===== src/rtl/rat_alu_pkg.sv =====
// ---------------------------------------------------------------------------
// rat_alu_pkg
// Shared definitions for the RAT CPU execute stage.
//   DATA_W   : datapath width, fixed to match the 32x8 register file
//   alu_op_t : 4-bit operation code driven by the control unit on ALU_SEL
// ---------------------------------------------------------------------------
package rat_alu_pkg;

  localparam int DATA_W = 8;

  // Encodings are fixed by the instruction decoder, so every value is pinned
  // explicitly rather than relying on enum auto-numbering.
  typedef enum logic [3:0] {
    ALU_ADD  = 4'd0,
    ALU_ADDC = 4'd1,
    ALU_SUB  = 4'd2,
    ALU_SUBC = 4'd3,
    ALU_CMP  = 4'd4,
    ALU_AND  = 4'd5,
    ALU_OR   = 4'd6,
    ALU_EXOR = 4'd7,
    ALU_TEST = 4'd8,
    ALU_LSL  = 4'd9,
    ALU_LSR  = 4'd10,
    ALU_ROL  = 4'd11,
    ALU_ROR  = 4'd12,
    ALU_ASR  = 4'd13,
    ALU_MOV  = 4'd14,
    ALU_RSVD = 4'd15
  } alu_op_t;

endpackage


===== src/rtl/rat_alu_core.sv =====
// ---------------------------------------------------------------------------
// rat_alu_core
// Purely combinational 8-bit ALU for the RAT CPU.
//   i_a      : X operand
//   i_b      : Y operand (already muxed between register and immediate)
//   i_cin    : carry-in, the registered C flag from before the clock edge
//   i_op     : operation code
//   o_result : 8-bit result
//   o_carry  : carry / borrow / shifted-out bit, depending on the operation
//   o_zero   : high when o_result is all zeros, for every operation
// ---------------------------------------------------------------------------
module rat_alu_core
  import rat_alu_pkg::*;
(
  input  logic [DATA_W-1:0] i_a,
  input  logic [DATA_W-1:0] i_b,
  input  logic              i_cin,
  input  alu_op_t           i_op,
  output logic [DATA_W-1:0] o_result,
  output logic              o_carry,
  output logic              o_zero
);

  // Arithmetic is done one bit wider than the datapath so that bit 8 of the
  // sum is the carry and bit 8 of the difference is the borrow.
  logic [DATA_W:0] w_a9;
  logic [DATA_W:0] w_b9;
  logic [DATA_W:0] w_cin9;
  logic [DATA_W:0] w_ext;

  assign w_a9   = {1'b0, i_a};
  assign w_b9   = {1'b0, i_b};
  assign w_cin9 = {{DATA_W{1'b0}}, i_cin};

  // Operation decode. Result and carry default to zero so the reserved code
  // (and anything unexpected) yields 0x00 with no carry.
  always_comb begin
    w_ext    = '0;
    o_result = '0;
    o_carry  = 1'b0;
    case (i_op)
      ALU_ADD: begin
        w_ext    = w_a9 + w_b9;
        o_result = w_ext[DATA_W-1:0];
        o_carry  = w_ext[DATA_W];
      end
      ALU_ADDC: begin
        w_ext    = w_a9 + w_b9 + w_cin9;
        o_result = w_ext[DATA_W-1:0];
        o_carry  = w_ext[DATA_W];
      end
      // CMP produces the same difference as SUB; the control unit simply
      // never writes it back, only the flags matter.
      ALU_SUB, ALU_CMP: begin
        w_ext    = w_a9 - w_b9;
        o_result = w_ext[DATA_W-1:0];
        o_carry  = w_ext[DATA_W];
      end
      ALU_SUBC: begin
        w_ext    = w_a9 - w_b9 - w_cin9;
        o_result = w_ext[DATA_W-1:0];
        o_carry  = w_ext[DATA_W];
      end
      ALU_AND, ALU_TEST: begin
        o_result = i_a & i_b;
      end
      ALU_OR: begin
        o_result = i_a | i_b;
      end
      ALU_EXOR: begin
        o_result = i_a ^ i_b;
      end
      ALU_LSL: begin
        o_result = {i_a[DATA_W-2:0], i_cin};
        o_carry  = i_a[DATA_W-1];
      end
      ALU_LSR: begin
        o_result = {i_cin, i_a[DATA_W-1:1]};
        o_carry  = i_a[0];
      end
      ALU_ROL: begin
        o_result = {i_a[DATA_W-2:0], i_a[DATA_W-1]};
        o_carry  = i_a[DATA_W-1];
      end
      ALU_ROR: begin
        o_result = {i_a[0], i_a[DATA_W-1:1]};
        o_carry  = i_a[0];
      end
      ALU_ASR: begin
        o_result = {i_a[DATA_W-1], i_a[DATA_W-1:1]};
        o_carry  = i_a[0];
      end
      // MOV must leave C untouched if the control unit happens to load it,
      // so the carry output simply reflects the incoming flag.
      ALU_MOV: begin
        o_result = i_b;
        o_carry  = i_cin;
      end
      ALU_RSVD: begin
        o_result = '0;
        o_carry  = 1'b0;
      end
      default: begin
        o_result = '0;
        o_carry  = 1'b0;
      end
    endcase
  end

  assign o_zero = (o_result == '0);

endmodule


===== src/rtl/rat_alu_flags.sv =====
// ---------------------------------------------------------------------------
// rat_alu_flags
// Execute stage of the RAT CPU: B-operand mux, combinational ALU, and the
// architectural C/Z flags with their interrupt shadow copies.
//   ALU_CLK      : clock, all state updates on the rising edge
//   ALU_RST      : synchronous active-high reset, clears all four flops
//   ALU_A        : X operand from the register file
//   ALU_DY       : Y operand from the register file
//   ALU_IMM      : immediate field from the instruction
//   ALU_B_SEL    : 0 selects ALU_DY, 1 selects ALU_IMM as the B operand
//   ALU_SEL      : operation code
//   FLG_C_LD     : load C from the ALU carry
//   FLG_Z_LD     : load Z from the ALU zero output
//   FLG_C_SET    : force C to 1
//   FLG_C_CLR    : force C to 0 (wins over FLG_C_SET)
//   FLG_SHAD_LD  : copy current C/Z into the shadows (interrupt entry)
//   FLG_LD_SEL   : restore C/Z from the shadows (RETIE), highest priority
//   ALU_RESULT   : combinational result towards the register-file write mux
//   FLG_C        : registered carry flag
//   FLG_Z        : registered zero flag
// ---------------------------------------------------------------------------
module rat_alu_flags
  import rat_alu_pkg::*;
(
  input  logic              ALU_CLK,
  input  logic              ALU_RST,
  input  logic [DATA_W-1:0] ALU_A,
  input  logic [DATA_W-1:0] ALU_DY,
  input  logic [DATA_W-1:0] ALU_IMM,
  input  logic              ALU_B_SEL,
  input  alu_op_t           ALU_SEL,
  input  logic              FLG_C_LD,
  input  logic              FLG_Z_LD,
  input  logic              FLG_C_SET,
  input  logic              FLG_C_CLR,
  input  logic              FLG_SHAD_LD,
  input  logic              FLG_LD_SEL,
  output logic [DATA_W-1:0] ALU_RESULT,
  output logic              FLG_C,
  output logic              FLG_Z
);

  logic              r_c;
  logic              r_z;
  logic              r_shadC;
  logic              r_shadZ;

  logic [DATA_W-1:0] w_b;
  logic [DATA_W-1:0] w_result;
  logic              w_carry;
  logic              w_zero;

  assign w_b = ALU_B_SEL ? ALU_IMM : ALU_DY;

  rat_alu_core u_core (
    .i_a      (ALU_A),
    .i_b      (w_b),
    .i_cin    (r_c),
    .i_op     (ALU_SEL),
    .o_result (w_result),
    .o_carry  (w_carry),
    .o_zero   (w_zero)
  );

  // Flag and shadow registers. Every right-hand side below is the pre-edge
  // value, which is what makes SHAD_LD together with LD_SEL a clean swap and
  // lets back-to-back ADDC chains see the carry of the previous instruction.
  always_ff @(posedge ALU_CLK) begin
    if (ALU_RST) begin
      r_c     <= 1'b0;
      r_z     <= 1'b0;
      r_shadC <= 1'b0;
      r_shadZ <= 1'b0;
    end else begin
      if (FLG_LD_SEL) begin
        r_c <= r_shadC;
      end else if (FLG_C_CLR) begin
        r_c <= 1'b0;
      end else if (FLG_C_SET) begin
        r_c <= 1'b1;
      end else if (FLG_C_LD) begin
        r_c <= w_carry;
      end

      if (FLG_LD_SEL) begin
        r_z <= r_shadZ;
      end else if (FLG_Z_LD) begin
        r_z <= w_zero;
      end

      if (FLG_SHAD_LD) begin
        r_shadC <= r_c;
        r_shadZ <= r_z;
      end
    end
  end

  assign ALU_RESULT = w_result;
  assign FLG_C      = r_c;
  assign FLG_Z      = r_z;

endmodule


===== config.mk =====
export PLATFORM = sky130hd
export DESIGN_NAME = rat_alu_flags
export DESIGN_NICKNAME = d
export VERILOG_FILES = /design/src/rtl/rat_alu_pkg.sv /design/src/rtl/rat_alu_core.sv /design/src/rtl/rat_alu_flags.sv
export SDC_FILE = /design/constraint.sdc
export NUM_CORES = 1
export LEC_CHECK = 0
export CAP_MARGIN = 20
export CELL_PAD_IN_SITES_DETAIL_PLACEMENT = 0
export CELL_PAD_IN_SITES_GLOBAL_PLACEMENT = 2
export CORE_MARGIN = 4
export CORE_UTILIZATION = 32
export DETAILED_ROUTE_END_ITERATION = 8
export PLACE_DENSITY_LB_ADDON = 0.1
export SYNTH_ARGS = -nofsm -noshare
export SYNTH_HDL_FRONTEND = slang
export SYNTH_SLANG_ARGS = --single-unit
export TNS_END_PERCENT = 1

===== constraint.sdc =====
create_clock -name ALU_CLK -period 11.8 [get_ports ALU_CLK]
set_input_delay 2.36 -clock ALU_CLK [delete_from_list [all_inputs] [get_ports ALU_CLK]]
set_output_delay 2.36 -clock ALU_CLK [all_outputs]
set_load 0.02 [all_outputs]

==> impl_metrics.toml, run 1 <==
[die]
rows = 32
die-height_um = 96.7
coreArea_um2 = 7690
die_w_um = 96.7
initial_core_util = 0.328
ios = 47
die_area_um2 = 9350

[yosys]
synth_common_cells = "35 x a21oi_1, 32 x ha_1, 31 x inv_1"
syn-num-nets = 433
synthMostInstantiatedCell = "a21oi_1"
synth_area_leaders = "ha_1 16%, a21oi_1 7.0%, mux2i_1 5.2%, inv_1 4.6%, nor2_1 4.0%"
ys_seq_elements = 4
async_flop_share = 0
synth_ff_type = "dfxtp_1"
synth_edf_count = 0
synth_top_area_frac = 0.159
yosysTopAreaCell = "ha_1"
ys_types = 67
syn_area_um2 = 2520
synth_cells = 362
yosys_warnings = 0
yosysSeqAreaShare = 0.0318
synth.avg_cell_area_um2 = 6.96

[clock_network]
clock_sinks = 4
tritoncts = "yes"
root_buffer = "clkbuf_8"
postCtsHoldBufs = 0
cts_resized = 0
post-cts-setup-buffers = 0
cts_made_buffers = 3
clk_transition_reported_paths_ps = 30
clock_latency_ps = 210
htree_levels = 1
max-clock-path-buffers = 2

[critical_path]
critPathMaxFanout = 8
crit_type = "input port to output pin"
required_ps = 9440
start_kind = "input port"
cp-end-kind = "output pin"
worstPathArrival_ps = 6760

[power]
internal_power_mw = 0.105
power_density_nw_per_um2 = 68.1
ir_drop_v = 0.0000260
p_switching_mw = 0.105
combinationalPowerShare = 0.796
totalPowerFinal_mw = 0.210
swShare = 0.499
p_leak_nw = 1.28
seqPwrFrac = 0.068
p_clk_frac = 0.136

[grt]
grt_pass1_vias = 2686
track_usage = 0.196
overflow = 0
grt_max_degree = 33
antenna_found_initial = 0
grt_pass1_wl_mm = 15.1

[route]
dr_total_vias = 2891
drc = 0
antenna_left = 0
drt_iter0_drc = 287
first_pass_iters = 5
routed_via_density = 5.81
wl_per_cell_um = 19.1
drt-total-wl_mm = 9.51

[sta]
slew_violations = 0
worst_pin_slew_ps = 1070
hold_viol = 0
rsz0062_at_grt = "no"
finalSetupViolations = 0
finalCritPeriodShare = 0.773
fin_skew_ps = 0.609
fin_hold_ws_ps = 499
slew_headroom = 0.284
fin_setup_tns_ps = 0
period_needed_ps = 9120
max_freq_mhz = 110

[layout]
area.growth.synth_to_final_pct = 22.3
diodes = 0
drive_gt1_frac = 0.0328
fin_util = 0.401
fin_nets = 469
fillers = 845

[placement]
dp.final_hpwl_mm = 7.41
gp_congestion = 0.888
io_buffers = 46

[outcome]
outcome = "completed"

[flow_run]
drv_cap = 0

[min_path]
hold_class = "flop to flop"
[through the flow]
| stage | instance area, µm² | instances | setup slack (ps) |
|---|---|---|---|
| after floorplan | 2520 | 362 | 4350 |
| after global placement | 3040 | 495 | 2750 |
| after detailed placement | 3040 | 495 | 2690 |
| after CTS | 3080 | 498 | 2660 |
| after global routing | 3080 | 498 | 2210 |
| final | 3080 | 498 | 2680 |
[power by group through the flow]
stage,logic (mW),clock network [mW],registers (mW)
after floorplan,0.110,0,0.0145
after global placement,0.167,0,0.0145
after CTS,0.166,0.0294,0.0143
final,0.167,0.0285,0.0143
after detailed placement,0.165,0,0.0145
after global routing,0.183,0.0305,0.0143
[placed cells by master, fill, tap and decap left out, drive strengths merged, types with 3 or more instances in the layout]
cell	instances
ha	32
or3	8
nand2b	3
o31ai	5
nand3b	4
inv	32
a211o	3
nand4	3
xor2	6
nand3	10
o211ai	7
a21oi	35
nand2	25
nor2	28
dfxtp	4
nor3b	4
clkbuf	3
and3	5
a2111oi	4
o21ai	19
a211oi	8
o311a	4
mux2i	13
nor2b	8
a21o	3
nor3	9
xnor2	10
and2	3
or2	5
o21bai	4
clkdlybuf4s50	46
a22oi	4
a221oi	3
[routing by layer]
| layer | routed length [µm] | global-route usage | share of wire | vias to the layer above |
|---|---|---|---|---|
| met5 | 0 | 0 | 0 | - |
| met4 | 265 | 0.0508 | 0.028 | 0 |
| met3 | 615 | 0.0245 | 0.065 | 17 |
| met2 | 4200 | 0.309 | 0.44 | 135 |
| met1 | 4440 | 0.282 | 0.47 | 1327 |
| li1 | - | - | - | 1412 |
[kinds of logic after synthesis]
logic type | Yosys count | synth area share
XOR/XNOR | 17 | 0.0646
flip-flops | 4 | 0.0318
multiplexers | 14 | 0.0561
AO/OA/AOI/OAI | 121 | 0.332
buffers and inverters | 48 | 0.0775
adder cells (fa/ha/maj) | 34 | 0.175
AND/OR/NAND/NOR | 124 | 0.263
[worst paths after layout]
kind / to / cells past startpoint / slack, ps / from
max: ALU_RESULT[7] / 13 / 2680 / ALU_B_SEL
min: r_shadZ / 2 / 500 / r_shadZ
max reg2reg: FLG_Z / 9 / 9070 / FLG_C
min reg2reg: r_shadZ / 2 / 500 / r_shadZ
[critical path, stage by stage]
cell             delay, ps
clkdlybuf4s50_1        870
mux2i_1                590
inv_1                  160
fa_1                   480
o21bai_1               250
a211oi_1               130
nor4_1                 560
nand4_1                200
xor2_1                 200
o21ai_0                170
o211ai_1               140
inv_1                   70
clkdlybuf4s50_1        590
[registers in the layout, indices dropped and copies added, names as in the netlist]
name / cells
r_shadZ: 1
FLG_Z: 1
FLG_C: 1
r_shadC: 1
[final cells by class]
class,count,area [µm²],share of cell area
Inverter,32,120,0.0390
Sequential cell,4,80.1,0.0260
Clock buffer,3,41.3,0.0134
Timing Repair Buffer,47,468,0.152
Tap cell,102,128,0.0414
Multi-Input combinational cell,310,2240,0.728
No activity file was read; power rests on OpenSTA's default activity.
==> inputs of run 2 (changes only) <==
--- a/config.mk
+++ b/config.mk
@@ -9,7 +9,7 @@
 export CELL_PAD_IN_SITES_DETAIL_PLACEMENT = 0
 export CELL_PAD_IN_SITES_GLOBAL_PLACEMENT = 2
 export CORE_MARGIN = 4
-export CORE_UTILIZATION = 32
+export CORE_UTILIZATION = 30
 export DETAILED_ROUTE_END_ITERATION = 8
 export PLACE_DENSITY_LB_ADDON = 0.1
 export SYNTH_ARGS = -nofsm -noshare
==> constraint.sdc (replaced) <==
create_clock -name ALU_CLK -period 8.75 [get_ports ALU_CLK]
set_input_delay 1.75 -clock ALU_CLK [delete_from_list [all_inputs] [get_ports ALU_CLK]]
set_output_delay 1.75 -clock ALU_CLK [all_outputs]
set_load 0.02 [all_outputs]
==> impl_metrics.toml, run 2 (same netlist as run 1, synthesis figures left out) <==
[outcome]
outcome = "completed"

[critical_path]
required_ps = 7000
cpMaxStageDelayCell = "clkdlybuf4s50_1"
path_buf_inv = 4
path_cells = "clkdlybuf4s50_1 -> mux2i_1 -> inv_1 -> fa_1 -> o21bai_1 -> a211oi_1 -> nor4_1 -> nand4_1 -> xor2_1 -> o211ai_1 -> o211ai_1 -> inv_1 -> clkdlybuf4s50_1"
critical_path.max_stage_delay_ps = 880
worstPathArrival_ps = 6140
start_kind = "input port"
critPathMaxFanout = 8
crit_type = "input port to output pin"
crit_family = "buffers and inverters"
cp-end-kind = "output pin"

[layout]
area.growth.synth_to_final_pct = 22.5
final_common_cell = "clkdlybuf4s50_1"
drive_gt1_frac = 0.0328
diodes = 0
seq_area_um2 = 80.1
final_cell_mix = "46 x clkdlybuf4s50_1, 35 x a21oi_1, 32 x ha_1"
fin_nets = 469
fillers = 912
multi_input_area_um2 = 2240

[clock_network]
root_buffer = "clkbuf_8"
htree_levels = 1
cts_made_buffers = 3
postCtsHoldBufs = 0
tritoncts = "yes"
clock_sinks = 4
post-cts-setup-buffers = 0
clk_transition_reported_paths_ps = 30
cts_resized = 0
max-clock-path-buffers = 2
clock_latency_ps = 210

[grt]
antenna_found_initial = 0
track_usage = 0.198
grt_pass1_wl_mm = 15.5
overflow = 0
grt_max_degree = 27
grt_pass1_vias = 2772

[power]
swShare = 0.499
power_density_nw_per_um2 = 91.9
combinationalPowerShare = 0.801
internal_power_mw = 0.142
p_switching_mw = 0.142
p_leak_nw = 1.28
seqPwrFrac = 0.068
ir_drop_v = 0.0000394
p_clk_frac = 0.131

[sta]
finalSetupViolations = 0
worst_pin_slew_ps = 980
fin_setup_tns_ps = 0
fin_skew_ps = 1.42
fin_hold_ws_ps = 493
slew_headroom = 0.344
hold_viol = 0
slew_violations = 0
rsz0062_at_grt = "no"
max_freq_mhz = 127
finalCritPeriodShare = 0.902
period_needed_ps = 7890

[placement]
gp_congestion = 0.956
io_buffers = 46
dp.final_hpwl_mm = 7.91

[die]
rows = 33
die_w_um = 99.6
die_area_um2 = 9930
die-height_um = 99.6
initial_core_util = 0.308
coreArea_um2 = 8180
ios = 47

[route]
drt_iter0_drc = 287
antenna_left = 0
wl_per_cell_um = 19.8
drt-total-wl_mm = 9.93
routed_via_density = 5.86
drc = 0
dr_total_vias = 2934
first_pass_iters = 5

[min_path]
hold_class = "flop to flop"

[flow_run]
drv_cap = 0
run 2: cell counts in the layout (fill, tap and decap cells not counted):
Identical to the previous run, type by type.
run 2: routing by layer:
metal  up-vias  track usage  wire length [µm]
met5         -            0                 0
met4         0       0.0305               160
met3        14       0.0189               558
met2       115        0.326              4490
met1      1389        0.284              4720
li1       1416            -                 -
run 2: through the flow:
stage          instance area (µm²)  worst slack [ps]  power [mW]   util  instances
6_report                      3080               859       0.283  0.377        501
5_1_grt                       3080               453       0.307  0.377        501
4_1_cts                       3080               842       0.283  0.377        501
3_5_place_dp                  3040               850       0.243  0.372        498
3_3_place_gp                  3040               958       0.245  0.372        498
2_1_floorplan                 2520              2520       0.168      -        362
run 2: layout make-up:
class / instances / share of cell area
Timing Repair Buffer: 47 / 0.152
Sequential cell: 4 / 0.0260
Multi-Input combinational cell: 310 / 0.727
Tap cell: 105 / 0.0426
Clock buffer: 3 / 0.0134
Inverter: 32 / 0.0389
run 2: worst register-to-register path: stages, from the launching register on:
cell and delay [ps]:
dfxtp_1 470, ha_1 280, and3_1 280, xnor3_1 190, o2111ai_1 140, o31ai_1 260
a21oi_1 130, nor4b_1 620, a41o_1 280
run 2: worst paths after layout:
path / from / to / slack (ps) / depth (start not counted)
worst max-delay path: ALU_B_SEL / ALU_RESULT[7] / 860 / 13
worst max register to register: FLG_C / FLG_Z / 6040 / 8
worst min register to register: r_shadZ / r_shadZ / 490 / 2
worst min-delay path: r_shadZ / r_shadZ / 490 / 2
run 2: power groups by stage:
stage	combinational, mW	sequential [mW]	clock (mW)
2_1_floorplan	0.148	0.0196	0
3_3_place_gp	0.225	0.0195	0
3_5_place_dp	0.224	0.0195	0
4_1_cts	0.225	0.0193	0.0381
5_1_grt	0.248	0.0193	0.0403
6_report	0.227	0.0193	0.0372
==> inputs of run 3 (changes only) <==
--- a/config.mk
+++ b/config.mk
@@ -6,12 +6,13 @@
 export NUM_CORES = 1
 export LEC_CHECK = 0
 export CAP_MARGIN = 20
-export CELL_PAD_IN_SITES_DETAIL_PLACEMENT = 0
+export CELL_PAD_IN_SITES_DETAIL_PLACEMENT = 2
 export CELL_PAD_IN_SITES_GLOBAL_PLACEMENT = 2
 export CORE_MARGIN = 4
 export CORE_UTILIZATION = 30
 export DETAILED_ROUTE_END_ITERATION = 8
 export PLACE_DENSITY_LB_ADDON = 0.1
+export SKIP_CTS_REPAIR_TIMING = 1
 export SYNTH_ARGS = -nofsm -noshare
 export SYNTH_HDL_FRONTEND = slang
 export SYNTH_SLANG_ARGS = --single-unit
==> impl_metrics.toml, run 3 (same netlist as run 1, synthesis figures left out) <==
[outcome]
outcome = "completed"

[placement]
dp.final_hpwl_mm = 8.99
placedCellCount = 498
io_buffers = 46
preCtsSetupSlack_ps = 819
gp_congestion = 0.956

[sta]
max_freq_mhz = 126
slew_violations = 0
layout_setup_ws_ps = 833
worst_pin_slew_ps = 1060
fin_skew_ps = 1.62
period_needed_ps = 7920
fin_hold_ws_ps = 491
hold_viol = 0
finalSetupViolations = 0
rsz0062_at_grt = "no"
fin_setup_tns_ps = 0
slew_headroom = 0.294
finalCritPeriodShare = 0.905

[layout]
diodes = 0
drive_gt1_frac = 0.0328
fillers = 994
fin_cells = 501
multi_input_area_um2 = 2240
seq_area_um2 = 80.1
final_common_cell = "clkdlybuf4s50_1"
area.growth.synth_to_final_pct = 22.5
fin_nets = 469
final_cell_mix = "46 x clkdlybuf4s50_1, 35 x a21oi_1, 32 x ha_1"

[grt]
grt_pass1_wl_mm = 17.7
overflow = 0
grt_max_degree = 27
grt_pass1_vias = 3089
antenna_found_initial = 0
track_usage = 0.226

[min_path]
hold_class = "flop to flop"

[clock_network]
clock_sinks = 4
htree_levels = 1
max-clock-path-buffers = 2
cts_made_buffers = 3
clk_transition_reported_paths_ps = 30
tritoncts = "yes"
clock_latency_ps = 220
root_buffer = "clkbuf_8"

[critical_path]
critPathMaxFanout = 8
worstPathArrival_ps = 6170
critical_path.max_stage_delay_ps = 900
start_kind = "input port"
crit_type = "input port to output pin"
path_cells = "clkdlybuf4s50_1 -> mux2i_1 -> inv_1 -> fa_1 -> o21bai_1 -> a211oi_1 -> nor4_1 -> nand4_1 -> xor2_1 -> o21ai_0 -> o211ai_1 -> inv_1 -> clkdlybuf4s50_1"
cpMaxStageDelayCell = "clkdlybuf4s50_1"
cp-end-kind = "output pin"
required_ps = 7000

[power]
p_clk_frac = 0.133
combinationalPowerShare = 0.800
ir_drop_v = 0.0000368
power_density_nw_per_um2 = 93.8
internal_power_mw = 0.142
p_switching_mw = 0.147
p_leak_nw = 1.28
swShare = 0.509
seqPwrFrac = 0.067

[route]
dr_total_vias = 2989
drc = 0
first_pass_iters = 4
drt-total-wl_mm = 11.1
routed_via_density = 5.97
wl_per_cell_um = 22.1
drt_iter0_drc = 158
antenna_left = 0

[die]
die_w_um = 99.6
die_area_um2 = 9930
initial_core_util = 0.308
die-height_um = 99.6
ios = 47
rows = 33
coreArea_um2 = 8180

[flow_run]
drv_cap = 0
-- run 3: worst paths after layout --
check	from	to	slack, ps	cells after the start
hold / removal	r_shadZ	r_shadZ	490	2
hold reg to reg	r_shadZ	r_shadZ	490	2
setup / recovery	ALU_B_SEL	ALU_RESULT[7]	830	13
setup reg to reg	FLG_C	FLG_Z	6020	9
-- run 3: critical path: cells and delay by family --
kind,cells,cell delay [ps]
buffers and inverters,4,1690
AO/OA/AOI/OAI,4,780
AND/OR/NAND/NOR,2,650
multiplexers,1,590
adder cells (fa/ha/maj),1,480
XOR/XNOR,1,220
-- run 3: metrics by stage --
stage	power [mW]	instance area, µm²	util
after floorplan	0.168	2520	-
after global placement	0.245	3040	0.372
after detailed placement	0.251	3040	0.372
after CTS	0.292	3080	0.377
after global routing	0.315	3080	0.377
final	0.289	3080	0.377
-- run 3: power groups by stage --
| stage | combinational, mW | clock, mW | sequential (mW) |
|---|---|---|---|
| final | 0.231 | 0.0386 | 0.0193 |
| after global routing | 0.255 | 0.0406 | 0.0193 |
| after CTS | 0.233 | 0.0398 | 0.0193 |
| after detailed placement | 0.231 | 0 | 0.0195 |
| after global placement | 0.225 | 0 | 0.0195 |
| after floorplan | 0.148 | 0 | 0.0196 |
-- run 3: metal layers --
layer	wire length, µm	GRT usage	vias to the layer above
met5	0	0	-
met4	121	0.0326	0
met3	473	0.0161	10
met2	5330	0.391	80
met1	5160	0.312	1489
li1	-	-	1410
-- run 3: layout make-up --
class / instances / share of cell area
clock buffers: 3 / 0.0134
inverters: 32 / 0.0389
multi-input cells: 310 / 0.727
flip-flops and latches: 4 / 0.0260
well taps: 105 / 0.0426
repair buffers: 47 / 0.152
